**config.mk**
```make
export PLATFORM = sky130hd
export DESIGN_NAME = ps2_key_decoder
export DESIGN_NICKNAME = d
export VERILOG_FILES = /design/src/rtl/ps2_key_decoder.sv
export SDC_FILE = /design/constraint.sdc
export NUM_CORES = 1
export LEC_CHECK = 0
export CAP_MARGIN = 15
export CORE_ASPECT_RATIO = 0.75
export CORE_UTILIZATION = 58
export DETAILED_ROUTE_END_ITERATION = 8
export HOLD_SLACK_MARGIN = 0.15
export PLACE_DENSITY = 0.81
export SLEW_MARGIN = 20
export SYNTH_ARGS = -nofsm -noshare
export SYNTH_HDL_FRONTEND = slang
export SYNTH_SLANG_ARGS = --single-unit
export TNS_END_PERCENT = 10
```
**constraint.sdc**
```tcl
create_clock -name clk -period 9.04 [get_ports clk]
set_input_delay 2.712 -clock clk [delete_from_list [all_inputs] [get_ports clk]]
set_output_delay 2.712 -clock clk [all_outputs]
set_load 0.05 [all_outputs]
```
**src/rtl/ps2_key_decoder.sv**
```systemverilog
// PS/2 set-2 scan-code decoder for the four rhythm-game lanes (A/S/D/F).
// Tracks held keys, suppresses typematic repeats and queues lane events behind valid/ready.
module ps2_key_decoder #(
    parameter int FIFO_DEPTH     = 4,
    parameter int TIMEOUT_CYCLES = 2_000_000
) (
    input  logic                        clk,
    input  logic                        reset,
    input  logic                        rx_done_tick,
    input  logic [7:0]                  rx_data,
    output logic                        ev_valid,
    input  logic                        ev_ready,
    output logic [1:0]                  ev_lane,
    output logic                        ev_press,
    output logic [$clog2(FIFO_DEPTH):0] ev_count,
    output logic [3:0]                  held,
    output logic                        overflow
);

    localparam int PtrW = $clog2(FIFO_DEPTH);
    localparam int CntW = PtrW + 1;
    localparam int ToW  = $clog2(TIMEOUT_CYCLES + 1);

    typedef enum logic [1:0] {IDLE, BRK, EXT, EXT_BRK} state_t;

    state_t          state;
    state_t          stateNext;
    logic [ToW-1:0]  idleCnt;
    logic [3:0]      heldNext;
    logic            emit;
    logic            emitPress;
    logic [2:0]      laneHit;
    logic [PtrW-1:0] rdPtr;
    logic [PtrW-1:0] wrPtr;
    logic            fifoFull;
    logic            pop;
    logic            accept;
    logic            drop;
    logic [2:0]      fifoMem [FIFO_DEPTH];

    // Returns {isLane, lane}.
    function automatic logic [2:0] laneOf(input logic [7:0] code);
        case (code)
            8'h1C:   laneOf = 3'b100;
            8'h1B:   laneOf = 3'b101;
            8'h23:   laneOf = 3'b110;
            8'h2B:   laneOf = 3'b111;
            default: laneOf = 3'b000;
        endcase
    endfunction

    always_comb begin
        stateNext = state;
        heldNext  = held;
        emit      = 1'b0;
        emitPress = 1'b0;
        laneHit   = laneOf(rx_data);
        if (rx_done_tick) begin
            unique case (state)
                IDLE: begin
                    if (rx_data == 8'hF0) begin
                        stateNext = BRK;
                    end else if (rx_data == 8'hE0) begin
                        stateNext = EXT;
                    end else if (laneHit[2] && !held[laneHit[1:0]]) begin
                        heldNext[laneHit[1:0]] = 1'b1;
                        emit      = 1'b1;
                        emitPress = 1'b1;
                    end
                end
                BRK: begin
                    if (laneHit[2]) begin
                        stateNext = IDLE;
                        if (held[laneHit[1:0]]) begin
                            heldNext[laneHit[1:0]] = 1'b0;
                            emit = 1'b1;
                        end
                    end else if (rx_data == 8'hE0) begin
                        stateNext = EXT;
                    end else if (rx_data != 8'hF0) begin
                        stateNext = IDLE;
                    end
                end
                EXT: begin
                    if (rx_data == 8'hF0) begin
                        stateNext = EXT_BRK;
                    end else if (rx_data != 8'hE0) begin
                        stateNext = IDLE;
                    end
                end
                EXT_BRK: stateNext = IDLE;
            endcase
        end else if (state != IDLE && idleCnt == ToW'(TIMEOUT_CYCLES - 1)) begin
            // Abandon a prefix whose follow-up byte never arrived.
            stateNext = IDLE;
        end
    end

    assign fifoFull = (ev_count == CntW'(FIFO_DEPTH));
    assign pop      = ev_valid && ev_ready;
    assign accept   = emit && (!fifoFull || pop);
    assign drop     = emit && fifoFull && !pop;

    always_ff @(posedge clk) begin
        if (reset) begin
            state    <= IDLE;
            idleCnt  <= '0;
            held     <= '0;
            overflow <= 1'b0;
            rdPtr    <= '0;
            wrPtr    <= '0;
            ev_count <= '0;
        end else begin
            state <= stateNext;
            if (rx_done_tick || stateNext == IDLE) begin
                idleCnt <= '0;
            end else begin
                idleCnt <= idleCnt + ToW'(1);
            end
            held <= heldNext;
            if (drop) begin
                overflow <= 1'b1;
            end
            if (accept) begin
                wrPtr <= wrPtr + PtrW'(1);
            end
            if (pop) begin
                rdPtr <= rdPtr + PtrW'(1);
            end
            if (accept && !pop) begin
                ev_count <= ev_count + CntW'(1);
            end else if (pop && !accept) begin
                ev_count <= ev_count - CntW'(1);
            end
        end
    end

    always_ff @(posedge clk) begin
        if (accept) begin
            fifoMem[wrPtr] <= {laneHit[1:0], emitPress};
        end
    end

    assign ev_valid = (ev_count != '0);
    assign ev_lane  = ev_valid ? fifoMem[rdPtr][2:1] : 2'd0;
    assign ev_press = ev_valid ? fifoMem[rdPtr][0] : 1'b0;

endmodule

```
==> reports/qor.yml <==
worst_setup_path:
  cpMaxStageDelayCell: "clkdlybuf4s50_1"
  crit_arrival_ps: 6020
  crit_buf_inv: 2
  crit_chain: "clkdlybuf4s50_1 -> and4b_1 -> a311o_1 -> a32o_2 -> mux2i_1 -> nor3_2 -> ha_1 -> inv_1 -> fa_1 -> xor2_1 -> or3_1 -> a21oi_1"
  cp-start-kind: "primary input"
  endpoint_kind: "flop"
  max_stage_delay_ps: 550
  reg2reg_slack_ps: 5940
  path_class: "in2reg"
  cp_max_fo: 9
  required_ps: 9250
  path_delay_family: "simple AND/OR/NAND/NOR gates"
pwr:
  power.total_mw: 0.509
  p_sw_share_pct: 33.1
  p_clk_share_pct: 24.0
  switchingPower_mw: 0.169
  p_comb_share_pct: 27.5
  power.density_nw_per_um2: 191
  total_leakage_power_nw: 0.905
  ir_drop_v: 0.000166
  intPower_mw: 0.341
  power_frac_seq_pct: 48.5
cts:
  cts_buffer_depth: 2
  insertion_delay_ps: 290
  htreeDepth: 2
  cts_hold_buffers: 0
  clock_tree.root_cell: "clkbuf_8"
  cts_num_sinks: 49
  numCtsBuffers: 5
  cts-resized-gates: 0
  cts_tree: "yes"
  clk_pin_slew_ps: 80
  post_cts_buffers: 0
grt:
  grt_pass1_wl_mm: 7.38
  antenna_found_initial: 0
  grt_max_degree: 21
  grt.total_usage_pct: 23.5
  grt_pass1_vias: 1593
  grt_overflow: 0
yosys:
  syn-num-nets: 252
  synth_top_family_by_area: "simple AND/OR/NAND/NOR gates"
  async_flop_share_pct: 0
  synth_area_um2: 2300
  yosys.area.top_type: "dfxtp_1"
  ys_seq_area_share_pct: 47.8
  synth_xor_area_share_pct: 8.74
  synth-compound-area-share_pct: 8.41
  synth_top_cell_area_share_pct: 32.1
  synth-edff-count: 12
  synthSimpleGateAreaFrac_pct: 24.7
  synth.avg_cell_area_um2: 9.89
  ys.flop_type: "dfxtp_1"
  synthAdderAreaFrac_pct: 4.13
  synth.ff_latch_count: 49
  ys_types: 47
  yosysMostFrequentCell: "nor2_1"
  synthMuxAreaShare_pct: 4.29
  synthCells: 233
  synthTopCellsByArea: "dfxtp_1 (32%), edfxtp_1 (16%), nor2_1 (7.5%)"
  yosysWarningCount: 0
  ys_top_cells_by_count: "nor2_1 (46), dfxtp_1 (37), xor2_1 (14), edfxtp_1 (12), nand2_1 (11)"
sta:
  finalHoldViolCount: 0
  slew_headroom_pct: 53.5
  max_clock_freq_mhz: 172
  fin_crit_sh_pct: 64.3
  setup_viol: 0
  finalSetupTns_ps: 0
  rsz0062_at_grt: "false"
  worst_slew_pin_slew_ps: 695
  drv_slew: 0
  min_period_ps: 5810
  clock_skew_ps: 5.49
cells_and_area:
  nets: 276
  syn2layout_area_growth_pct: 15.6
  drive_gt1_share_pct: 6.20
  fill_cells: 276
  num_antenna_cells: 0
  fin_area_um2: 2660
  final_core_util_pct: 71.4
routing:
  post_drt_wl_per_cell_um: 14.0
  vias: 1726
  dr.pass1.iters: 4
  drtIter0Drc: 180
  drtAntennaViolNets: 0
  drt_wl_total_mm: 4.35
  via_per_inst: 5.57
  drcViolationCount: 0
floorplan:
  rows: 19
  initial_core_util_pct: 61.7
  die_height_um: 56.6
  core_area_um2: 3730
  io_pins: 24
  die_area_um2: 4230
  die-width_um: 74.8
worst_hold_path:
  hold_path_class: "reg2reg"
run_status:
  outcome: "completed"
flow_run:
  cap_violations: 0
place:
  postPlaceCellArea_um2: 2580
  io_buffers: 23
  place_congestion: 0.831
  dpl.hpwl_mm: 3.29
cell usage in the layout, fill, tap and decap left out, types with 2 or more instances in the layout:
| cell | count |
|---|---|
| nor2_1 | 46 |
| dfxtp_1 | 37 |
| clkdlybuf4s50_1 | 23 |
| xor2_1 | 14 |
| edfxtp_1 | 12 |
| nand2_1 | 11 |
| nand3_1 | 10 |
| xnor2_1 | 9 |
| and2_1 | 8 |
| inv_1 | 6 |
| ha_1 | 6 |
| and3_1 | 5 |
| a21oi_1 | 5 |
| clkbuf_8 | 5 |
| or3_1 | 4 |
| nor3_1 | 4 |
| mux4_2 | 3 |
| nor4_1 | 3 |
| nand4_1 | 3 |
| o21ai_0 | 3 |
| and3b_1 | 2 |
| nor2b_1 | 2 |
| nand3b_1 | 2 |
| nor4bb_1 | 2 |
| mux2i_1 | 2 |
| nor3_2 | 2 |
| a31oi_1 | 2 |
| a311oi_1 | 2 |
| a211oi_1 | 2 |
| o31a_1 | 2 |
worst paths after layout:
| check | start | endpoint | depth (start not counted) |
|---|---|---|---|
| max reg2reg | flop | ev_count[2]$_SDFFE_PP0P_ | 11 |
| min reg2reg | idleCnt[0]$_SDFF_PP0_ | idleCnt[0]$_SDFF_PP0_ | 1 |
| max | rx_data[3] | ev_count[2]$_SDFFE_PP0P_ | 12 |
| min | idleCnt[0]$_SDFF_PP0_ | idleCnt[0]$_SDFF_PP0_ | 1 |
metal layers:
metal / part of all wire (%) / vias up / track usage [%]
met5: 0 / - / 0
met4: 0.85 / 0 / 5.66
met3: 6.9 / 4 / 5.39
met2: 39 / 63 / 31.3
met1: 54 / 787 / 38.1
li1: - / 872 / -
cell type report:
type	instances	area (µm²)	area share, %
Multi-Input combinational cell	172	1160	43.5
Sequential cell	49	1100	41.3
Timing Repair Buffer	23	230	8.64
Clock buffer	5	68.8	2.58
Tap cell	52	65.1	2.44
Inverter	6	22.5	0.845
Clock inverter	3	17.5	0.658
worst register-to-register path, stage by stage (launching register included):
cell	delay, ps
dfxtp_1	340
and4b_1	200
a311o_1	320
a32o_2	320
mux2i_1	140
nor3_2	360
ha_1	270
inv_1	60
fa_1	370
xor2_1	160
or3_1	310
a21oi_1	160
power by group through the flow:
stage               Clock (mW)  Sequential (mW)  Combinational [mW]
floorplan                    0            0.271              0.0785
global placement             0            0.252               0.138
detailed placement           0            0.252               0.141
CTS                      0.126            0.247               0.141
global route             0.137            0.249               0.150
finish                   0.122            0.247               0.140
cell families (layout without fill, tap and decap cells):
kind of cell | count (synthesis) | after routing
AO/OA/AOI/OAI | 26 | 26
XOR/XNOR | 23 | 23
adder cells (fa/ha/maj) | 7 | 7
buffers and inverters | 12 | 37
flip-flops | 49 | 49
multiplexers | 6 | 6
AND/OR/NAND/NOR | 110 | 110
per-stage QoR:
stage | setup slack [ps] | hold slack [ps] | instances
after global placement | 3090 | 448 | 302
after global routing | 3020 | 509 | 310
after CTS | 3260 | 487 | 310
after detailed placement | 2960 | 461 | 302
final | 3230 | 485 | 310
after floorplan | 3840 | 430 | 233
(Power assumes the default switching activity.)
